--- config.mk ---
export PLATFORM = sky130hd
export DESIGN_NAME = controle_chamadas
export DESIGN_NICKNAME = d
export VERILOG_FILES = /design/src/rtl/controle_chamadas_pkg.sv /design/src/rtl/contador_tempo.sv /design/src/rtl/controle_chamadas.sv
export SDC_FILE = /design/constraint.sdc
export NUM_CORES = 1
export LEC_CHECK = 0
export ABC_AREA = 1
export CAP_MARGIN = 25
export CELL_PAD_IN_SITES_DETAIL_PLACEMENT = 1
export CELL_PAD_IN_SITES_GLOBAL_PLACEMENT = 2
export CORE_UTILIZATION = 33
export CTS_CLUSTER_SIZE = 40
export DETAILED_ROUTE_END_ITERATION = 6
export PLACE_DENSITY = 0.92
export SYNTH_ARGS = -nofsm -noshare
export SYNTH_HDL_FRONTEND = slang
export SYNTH_HIERARCHICAL = 1
export SYNTH_SLANG_ARGS = --single-unit
--- constraint.sdc ---
create_clock -name clock -period 4.85 [get_ports clock]
set_input_delay 0.485 -clock clock [delete_from_list [all_inputs] [get_ports clock]]
set_output_delay 0.485 -clock clock [all_outputs]
set_load 0.1 [all_outputs]
--- src/rtl/controle_chamadas_pkg.sv ---
// Shared constants for the elevator call scheduler: state encoding, floor limits,
// direction values and a one-hot floor helper.
package controle_chamadas_pkg;

  typedef enum logic [1:0] {
    OCIOSO   = 2'b00,
    SUBINDO  = 2'b01,
    DESCENDO = 2'b10,
    PORTA    = 2'b11
  } estado_t;

  localparam logic [1:0] ANDAR_MIN = 2'd0;
  localparam logic [1:0] ANDAR_MAX = 2'd3;

  localparam logic SOBE  = 1'b1;
  localparam logic DESCE = 1'b0;

  function automatic logic [3:0] um_quente(input logic [1:0] a);
    return 4'b0001 << a;
  endfunction

endpackage

--- src/rtl/contador_tempo.sv ---
// Loadable down-counter with terminal-count flag; load wins over decrement,
// and the count holds at zero.
module contador_tempo #(
  parameter int W = 4
) (
  input  logic         clock,
  input  logic         reset,
  input  logic         carga,
  input  logic         decr,
  input  logic [W-1:0] valor,
  output logic         zero
);

  logic [W-1:0] cont;

  always_ff @(posedge clock or negedge reset) begin
    if (!reset)                    cont <= '0;
    else if (carga)                cont <= valor;
    else if (decr && cont != '0)   cont <= cont - 1'b1;
  end

  assign zero = (cont == '0);

endmodule

--- src/rtl/controle_chamadas.sv ---
// SCAN call scheduler for a 4-floor elevator: latches calls, drives direction and
// step pulses into the floor stage, and times the door at served floors.
module controle_chamadas
  import controle_chamadas_pkg::*;
#(
  parameter int TEMPO_ANDAR = 4,
  parameter int TEMPO_PORTA = 8
) (
  input  logic       clock,
  input  logic       reset,
  input  logic [3:0] chamada,
  input  logic [1:0] andar,
  output logic       sentido,
  output logic       passo,
  output logic       porta_aberta,
  output logic [3:0] pendentes
);

  localparam int WA = $clog2(TEMPO_ANDAR + 1);
  localparam int WP = $clog2(TEMPO_PORTA + 1);

  estado_t    estado, prox_estado;
  logic       acima, abaixo, aqui, chama_aqui, frente, atras, limite;
  logic       prox_sentido, prox_passo, prox_porta, abre;
  logic       carga_a, decr_a, zero_a, carga_p, decr_p, zero_p;
  logic [3:0] mask_andar, prox_pend;

  always_comb begin
    acima  = 1'b0;
    abaixo = 1'b0;
    for (int i = 0; i < 4; i++) begin
      if (pendentes[i] && (i > int'(andar))) acima  = 1'b1;
      if (pendentes[i] && (i < int'(andar))) abaixo = 1'b1;
    end
  end

  assign aqui       = pendentes[andar];
  assign chama_aqui = chamada[andar];
  assign frente     = sentido ? acima : abaixo;
  assign atras      = sentido ? abaixo : acima;
  assign limite     = sentido ? (andar == ANDAR_MAX) : (andar == ANDAR_MIN);
  assign mask_andar = um_quente(andar);

  always_comb begin
    prox_estado  = estado;
    prox_sentido = sentido;
    prox_passo   = 1'b0;
    prox_porta   = porta_aberta;
    abre         = 1'b0;
    carga_a      = 1'b0;
    decr_a       = 1'b0;
    carga_p      = 1'b0;
    decr_p       = 1'b0;
    case (estado)
      OCIOSO: begin
        if (aqui || chama_aqui) begin
          prox_estado = PORTA;
          abre        = 1'b1;
        end else if (acima) begin
          prox_estado  = SUBINDO;
          prox_sentido = SOBE;
          carga_a      = 1'b1;
        end else if (abaixo) begin
          prox_estado  = DESCENDO;
          prox_sentido = DESCE;
          carga_a      = 1'b1;
        end
      end
      SUBINDO, DESCENDO: begin
        // andar is stale while passo is high; only keep counting then
        if (passo) decr_a = 1'b1;
        else if (zero_a && limite) prox_estado = OCIOSO;
        else if (aqui) begin
          prox_estado = PORTA;
          abre        = 1'b1;
        end else if (frente) begin
          if (zero_a) begin
            prox_passo = 1'b1;
            carga_a    = 1'b1;
          end else decr_a = 1'b1;
        end else if (atras) begin
          prox_sentido = ~sentido;
          prox_estado  = sentido ? DESCENDO : SUBINDO;
          carga_a      = 1'b1;
        end else prox_estado = OCIOSO;
      end
      PORTA: begin
        if (chama_aqui) carga_p = 1'b1;
        else if (zero_p) begin
          prox_porta = 1'b0;
          if (frente) begin
            prox_estado = sentido ? SUBINDO : DESCENDO;
            carga_a     = 1'b1;
          end else if (atras) begin
            prox_sentido = ~sentido;
            prox_estado  = sentido ? DESCENDO : SUBINDO;
            carga_a      = 1'b1;
          end else prox_estado = OCIOSO;
        end else decr_p = 1'b1;
      end
      default: prox_estado = OCIOSO;
    endcase
    if (abre) begin
      prox_porta = 1'b1;
      carga_p    = 1'b1;
    end
  end

  // a press at the open (or opening) door's floor never latches; clear beats set
  always_comb begin
    prox_pend = pendentes | (chamada & ~((porta_aberta || abre) ? mask_andar : 4'b0000));
    if (abre) prox_pend = prox_pend & ~mask_andar;
  end

  always_ff @(posedge clock or negedge reset) begin
    if (!reset) begin
      estado       <= OCIOSO;
      pendentes    <= 4'b0000;
      sentido      <= DESCE;
      passo        <= 1'b0;
      porta_aberta <= 1'b0;
    end else begin
      estado       <= prox_estado;
      pendentes    <= prox_pend;
      sentido      <= prox_sentido;
      passo        <= prox_passo;
      porta_aberta <= prox_porta;
    end
  end

  contador_tempo #(.W(WA)) u_tempo_andar (
    .clock (clock),
    .reset (reset),
    .carga (carga_a),
    .decr  (decr_a),
    .valor (WA'(TEMPO_ANDAR - 1)),
    .zero  (zero_a)
  );

  contador_tempo #(.W(WP)) u_tempo_porta (
    .clock (clock),
    .reset (reset),
    .carga (carga_p),
    .decr  (decr_p),
    .valor (WP'(TEMPO_PORTA - 1)),
    .zero  (zero_p)
  );

endmodule

==> metrics.txt <==
clock skew 0.00362 ns; DR DRC count 0; most common cell after layout, fill and taps aside nand2_1; share of layout cells above drive strength 1 12.4%; Vias/cell 4.69; die area 4500 um^2; setup_tns 0 ns; DR iter-0 viols 57; hold buffers post-CTS 0; Antenna Cells 0; clk sink count 16; Setup crit end kind register; # fillers 556; syn avg cell area 6.36 um^2; minimum clock period 2.72 ns; htree depth 1; Hold Crit Start u_tempo_andar/cont[1]$_DFFE_PN0P_; Starting Density 34.7%; worst skew pair latency 0.25 ns; grt total ovfl 0; worst setup path startpoint andar[1]; pin count of the biggest net entering global routing 17; Max Freq 367 MHz; CTS max path bufs 2; Hold Path Class reg -> reg; Die X 67.1 um; die height 67.1 um; Yosys warning total 6; most frequent cells in the layout nand2_1 (81), inv_1 (29), nand3_1 (18); Min-Delay Path Depth 2; CTS resizes 0; nets 256; maxcap violations 0; Worst-path clk slew 0.07 ns; GP Congestion 0.796; final hold violation count 0; FF-to-FF Start u_tempo_andar/cont[0]$_DFFE_PN0P_; Synth Area in Compound Gates 10.5%; worst slew pin tran 0.968 ns; core area 4030 um^2; Post-Syn Instances 220; RSZ-0062 raised after global routing no; r2r setup slk 2.51 ns; Num CTS Buffers 3; data required time at the worst endpoint 5.05 ns; largest family of logic cells by synthesized area simple AND/OR/NAND/NOR gates; Startpoint Class primary input; Seq/Total Area, Yosys 28.6%; IO Pins 15; initial antenna violation count 0; aggregate global-route resource usage 18.0%; Detailed Route WL 3.50 mm; First-pass DRT Iterations 4; Yosys reg bits 16; cell depth of the worst flop-to-flop path 15; CTS tree yes; mux contribution to synthesized area 0%; synth top area cells dfrtp_1 (29%), nand2_1 (22%), inv_1 (7.8%); Setup Viol. Count Final 0; Via Count 1365; crit path kind in -> reg; Worst Path Arrival 2.92 ns; first-pass GRT wire length 6.06 mm; Root Driver clkbuf_8; Avg WL per Cell 12.0 um; vias in the first global route 1370; Area Overhead vs Synth 18.2%; Synth Cell Area 1400 um^2; post-synthesis cell type count 26; number of buffers added on ports 14; Synth area leader dfrtp_1; outcome complete, no violations; HPWL Detailed 2.77 mm; Antenna Nets Post-Route 0; Yosys top cell area share 28.6%; Slew headroom 35.3%; Final Max Slew Viols 0; Synth Area in XOR/XNOR 0%; Worst Path Max Fanout 9; adder-cell area share of the yosys netlist 5.37%; Post-CTS Setup Repair Bufs 0; simple-gate share of the synthesized area 43.6%; row cnt 23; Final Cycle Share 56.1%
critical path, stage by stage:
cell and delay (ns):
clkdlybuf4s50_1 0.72, inv_4 0.07, nand3_1 0.09, nand2_1 0.08, nor2_2 0.20, nand2_2 0.12, nand2_2 0.09, nand2_2 0.07
nand2_4 0.11, o21ai_0 0.35, inv_2 0.24, nand3b_1 0.09, nand2_1 0.07, clkinv_1 0.05, nand2_1 0.06
metal layers:
metal	vias up	GRT usage, %	share of wire, %
met5	-	0	0
met4	0	4.52	1.4
li1	716	-	-
met2	16	31.4	48
met1	629	22.6	48
met3	4	3.08	2.3
cell usage after synthesis:
cell type / count
nand2_1: 81
inv_1: 29
nand3_1: 18
dfrtp_1: 16
o21ai_0: 13
nor2_1: 11
ha_1: 6
nand2_2: 6
nor2_2: 6
a21oi_2: 4
a21oi_1: 3
inv_2: 3
nand2_4: 3
nand3b_1: 3
and3_1: 2
buf_6: 2
conb_1: 2
inv_4: 2
nor3_1: 2
o21ai_1: 2
a21boi_0: 1
a31oi_1: 1
clkinv_1: 1
nand3_2: 1
nor2_4: 1
o31ai_1: 1
state kept, by name, indices dropped and copies added (netlist names):
name,flops
pendentes,4
u_tempo_porta/cont,4
u_tempo_andar/cont,3
estado,2
passo,1
porta_aberta,1
sentido,1
kinds of logic (layout without fill, tap and decap cells):
logic type               count (synthesis)  after routing
AO/OA/AOI/OAI                           25             25
adder cells (fa/ha/maj)                  6              6
buffers and inverters                   37             53
flip-flops                              16             16
other                                    2              7
AND/OR/NAND/NOR                        134            134
stage by stage:
step                hold WS [ns]  util [%]  cells  setup slack [ns]  area, um^2
CTS                        0.519      41.0    291              2.07        1650
finish                     0.513      41.0    291              2.13        1650
global placement           0.505      39.7    287              1.85        1600
global route               0.552      41.0    291              1.78        1650
floorplan                  0.189         -    225              2.48        1420
detailed placement         0.499      39.7    287              1.82        1600
final cells by class:
cell class,count,area [um^2],share of cell area [%]
multi-input combinational,172,858,51.9
sequential,16,400,24.2
timing repair buffer,14,140,8.48
inverter,35,136,8.25
tap,50,62.6,3.79
clock buffer,4,55.1,3.33
worst paths after layout:
| check | end |
|---|---|
| max in group asynchronous | porta_aberta$_DFFE_PN0P_ |
| setup reg to reg | u_tempo_porta/cont[3]$_DFFE_PN0P_ |
| setup / recovery | u_tempo_porta/cont[3]$_DFFE_PN0P_ |
| min in group asynchronous | estado[1]$_DFFE_PN0P_ |
| hold reg to reg | u_tempo_andar/cont[1]$_DFFE_PN0P_ |
| hold / removal | u_tempo_andar/cont[1]$_DFFE_PN0P_ |
Power is left out: the tool's default activity adds up to more than one toggle a clock period on the data nets, which glitch-free logic cannot reach.
==> patch 1 (same settings) <==
Put one more register stage on the output `pendentes`, without a reset. The value now appears one clock later. The other outputs are not delayed to match.
--- a/src/rtl/controle_chamadas.sv
+++ b/src/rtl/controle_chamadas.sv
@@ -21,2 +21,4 @@
 
+  logic [3:0] pendentes_s0;
+
   estado_t    estado, prox_estado;
@@ -31,4 +33,4 @@
     for (int i = 0; i < 4; i++) begin
-      if (pendentes[i] && (i > int'(andar))) acima  = 1'b1;
-      if (pendentes[i] && (i < int'(andar))) abaixo = 1'b1;
+      if (pendentes_s0[i] && (i > int'(andar))) acima  = 1'b1;
+      if (pendentes_s0[i] && (i < int'(andar))) abaixo = 1'b1;
     end
@@ -36,3 +38,3 @@
 
-  assign aqui       = pendentes[andar];
+  assign aqui       = pendentes_s0[andar];
   assign chama_aqui = chamada[andar];
@@ -110,3 +112,3 @@
   always_comb begin
-    prox_pend = pendentes | (chamada & ~((porta_aberta || abre) ? mask_andar : 4'b0000));
+    prox_pend = pendentes_s0 | (chamada & ~((porta_aberta || abre) ? mask_andar : 4'b0000));
     if (abre) prox_pend = prox_pend & ~mask_andar;
@@ -117,3 +119,3 @@
       estado       <= OCIOSO;
-      pendentes    <= 4'b0000;
+      pendentes_s0 <= 4'b0000;
       sentido      <= DESCE;
@@ -123,3 +125,3 @@
       estado       <= prox_estado;
-      pendentes    <= prox_pend;
+      pendentes_s0 <= prox_pend;
       sentido      <= prox_sentido;
@@ -148,2 +150,6 @@
 
+  always_ff @(posedge clock) begin
+    pendentes <= pendentes_s0;
+  end
+
 endmodule
Formal check against the unedited RTL: not equivalent (a bounded check fails within 4 cycles, from zero or initial values and one cycle with reset low).
==> patch 1 against the original RTL <==
Die area grew 6.3%. First-iteration DRC count shrank 44%. Final area grew 5.7%. Sequential share of layout area grew 3.3 points. Worst hold slack lost 0.089 ns. Critical path depth shrank 2. Critical endpoint is now u_tempo_andar/cont[0]. Sequential cell count grew 4. Synthesized cell count is the same. Area after synthesis grew 6.5%. Critical path type unchanged. Highest routed layer unchanged. Routed wire length grew 3.8%. Worst setup slack gained 0.011 ns.
==> patch 1: results (changes against the original RTL) <==
- The normalized max-slew margin is 35.2% (was 35.3%).
- The worst-path maximum fanout is 11 (was 9).
- The met2 wire length is 1640 um (was 1690 um).
- The largest clock skew in the final design is 0.00234 ns (was 0.00362 ns).
- The flop-to-flop setup slack is 2.56 ns (was 2.51 ns).
- The distinct cell type count after synthesis is 30 (was 26).
- The wire length of the first global-routing pass is 6550 um (was 6060 um).
- The ratio of cells with drive above 1 in the final layout was 14.5% (was 12.4%).
- The routability congestion estimate came to 0.913 (was 0.796).
- Run status: completed (unchanged).
- The fraction of synthesis flops using an asynchronous set or reset pin is 80.0% (was 100%).
- The total length of routed met3 wires is 97 um (was 79 um).
- The total half-perimeter wirelength after legalization and detailed placement is 2860 um (was 2770 um).
- The met2 usage in global routing is 25.7% (was 31.4%).
- The area after detailed placement is 1690 um2 (was 1600 um2).
- The worst hold slack is 0.424 ns (was 0.513 ns).
- The starting DRC count in detailed routing is 32 (was 57).
- The endpoint of the worst hold path was pendentes[0] (was u_tempo_andar/cont[1]).
- Most numerous cell types in the synthesized netlist: sky130_fd_sc_hd__nand2_1, sky130_fd_sc_hd__inv_1, sky130_fd_sc_hd__dfrtp_1, sky130_fd_sc_hd__nand3_1, sky130_fd_sc_hd__nor2_1 (was sky130_fd_sc_hd__nand2_1, sky130_fd_sc_hd__inv_1, sky130_fd_sc_hd__nand3_1).
- The vias per cell came to 4.70 (was 4.69).
- The hold path startpoint is pendentes_s0[0] (was u_tempo_andar/cont[1]).
- The met3 usage in global routing is 2.18% (was 3.08%).
- The detailed-routing wirelength on met1 is 1830 um (was 1680 um).
- The number of global-route vias before repair is 1388 (was 1370).
- Largest registers ranked by flip-flop count: pendentes: 4 flops, pendentes_s0: 4 flops, u_tempo_porta/cont: 4 flops (was pendentes: 4 flops, u_tempo_porta/cont: 4 flops, u_tempo_andar/cont: 3 flops).
-- patch 1: changes by cell type after synthesis, moves of 2 or more --
cell,before,now
sky130_fd_sc_hd__nand2_1,81,76
sky130_fd_sc_hd__dfxtp_1,0,4
sky130_fd_sc_hd__inv_1,29,26
sky130_fd_sc_hd__a21oi_1,3,1
sky130_fd_sc_hd__nand3_1,18,16
sky130_fd_sc_hd__nor2_1,11,13
sky130_fd_sc_hd__nor2_4,1,3
-- patch 1: worst max-delay path by stage --
stage          depth (start not counted)  slack, ns                    end     start
2_1_floorplan                         13       2.51  u_tempo_porta/cont[3]   sentido
3_3_place_gp                          15       1.91  u_tempo_porta/cont[3]  andar[0]
3_5_place_dp                          15       1.92  u_tempo_porta/cont[3]  andar[1]
4_1_cts                               13       2.19  u_tempo_andar/cont[0]  andar[0]
5_1_grt                               13       1.93  u_tempo_andar/cont[0]  andar[0]
6_report                              13       2.14  u_tempo_andar/cont[0]  andar[0]
-- patch 1: cell families (layout without fill, tap and decap cells) --
kind of cell	after synthesis	in the layout	synth area share, %
AO/OA/AOI/OAI	25	25	10.5
adder cells (fa/ha/maj)	6	6	5.04
buffers and inverters	34	50	9.74
flip-flops	20	20	32.2
other	2	7	0.504
AND/OR/NAND/NOR	133	133	42.0
-- patch 1: layout make-up --
type                    count  area (um2)
fillers                   576        2610
clock buffers               4        55.1
flip-flops and latches     20         480
inverters                  32         123
well taps                  52        65.1
multi-input cells         171         883
repair buffers             14         140
-- patch 1: through the flow --
step | util (%) | instances
3_3_place_gp | 38.9 | 289
4_1_cts | 40.1 | 293
3_5_place_dp | 38.9 | 289
5_1_grt | 40.1 | 293
2_1_floorplan | - | 225
6_report | 40.1 | 293
==> patch 2 (same settings) <==
Made on the original files. The parameter `TEMPO_PORTA` goes from 8 to 16.
--- a/src/rtl/controle_chamadas.sv
+++ b/src/rtl/controle_chamadas.sv
@@ -6,3 +6,3 @@
   parameter int TEMPO_ANDAR = 4,
-  parameter int TEMPO_PORTA = 8
+  parameter int TEMPO_PORTA = 16
 ) (
Check against the original RTL: not equivalent (a bounded check fails within 10 cycles, from zero or initial values and one cycle with reset low).
==> patch 2 against the original RTL <==
Final area up 2.3%. Routed wire length rose by 2.5%. Sequential cell count up 1. Area after synthesis increased by 2.9%. Sequential share of layout area increased by 0.94 points. Worst setup slack worse by 0.029 ns. Worst hold slack worse by 0.0051 ns.
Power is not shown: default switching activity piles up to over one toggle a cycle in this logic, so the estimate is an artifact.
==> patch 2: results (changes against the original RTL) <==
- Run status: completed (unchanged).
- The starting DRC count in detailed routing was 51 (was 57).
- The met1 usage in global routing is 23.7% (was 22.6%).
- The number of global-route vias before repair was 1343 (was 1370).
- The final wirelength was 3590 um (was 3500 um).
- The first element of the critical path is andar[0] (was andar[1]).
- The distinct cell type count after synthesis was 27 (was 26).
- The pin count of the biggest net entering global routing came to 18 (was 17).
- The number of nets in the layout is 257 (was 256).
- Largest cells by area after synthesis: sky130_fd_sc_hd__dfrtp_1, sky130_fd_sc_hd__nand2_1, sky130_fd_sc_hd__inv_1 (unchanged).
- The detailed-routing wirelength on met1 is 1790 um (was 1680 um).
- The largest clock skew in the final design was 0.00218 ns (was 0.00362 ns).
- The total length of routed met3 wires is 97 um (was 79 um).
- The total track usage is 17.9% (was 18.0%).
- The hold path startpoint is u_tempo_porta/cont[4] (was u_tempo_andar/cont[1]).
- The worst setup margin is 2.10 ns (was 2.13 ns).
- The routability congestion estimate is 0.843 (was 0.796).
- The normalized max-slew margin is 34.9% (was 35.3%).
- The dominant delay contributor by cell family on the critical path is simple AND/OR/NAND/NOR gates (was buffers and inverters).
- The post-place setup slack was 1.80 ns (was 1.82 ns).
- The endpoint of the worst hold path is u_tempo_porta/cont[4] (was u_tempo_andar/cont[1]).
- The adder and majority gate portion of the synthesized area is 5.22% (was 5.37%).
- The met3 usage in global routing is 3.50% (was 3.08%).
- The compound-gate portion of the synthesized area is 12.1% (was 10.5%).
- Largest registers ranked by flip-flop count: u_tempo_porta/cont: 5 flops, pendentes: 4 flops, u_tempo_andar/cont: 3 flops (was pendentes: 4 flops, u_tempo_porta/cont: 4 flops, u_tempo_andar/cont: 3 flops).
- The combined area of the multi-input logic cells is 877 um2 (was 858 um2).
- The total half-perimeter wirelength after legalization and detailed placement was 2910 um (was 2770 um).
- The worst hold slack is 0.508 ns (was 0.513 ns).
- The total of fill cells in the finished design is 538 (was 556).
- The area after detailed placement is 1640 um2 (was 1600 um2).
==> patch 2: changes by cell type after synthesis <==
cell,before,now
sky130_fd_sc_hd__nor2_1,11,13
sky130_fd_sc_hd__o21ai_2,0,2
sky130_fd_sc_hd__nand2_1,81,73
sky130_fd_sc_hd__clkinv_1,1,0
sky130_fd_sc_hd__nand3b_2,0,1
sky130_fd_sc_hd__inv_1,29,30
sky130_fd_sc_hd__a21oi_1,3,4
sky130_fd_sc_hd__nand2_4,3,4
sky130_fd_sc_hd__nand3b_1,3,1
sky130_fd_sc_hd__dfrtp_1,16,17
sky130_fd_sc_hd__nand3_1,18,21
sky130_fd_sc_hd__nand2_2,6,4
sky130_fd_sc_hd__o21ai_0,13,14
==> patch 2: layout make-up <==
cell class	instances	share of cell area, %
clock buffer	3	2.44
clock inverter	1	0.444
inverter	35	8.07
multi-input combinational	172	51.9
sequential	17	25.2
tap	50	3.70
timing repair buffer	14	8.29
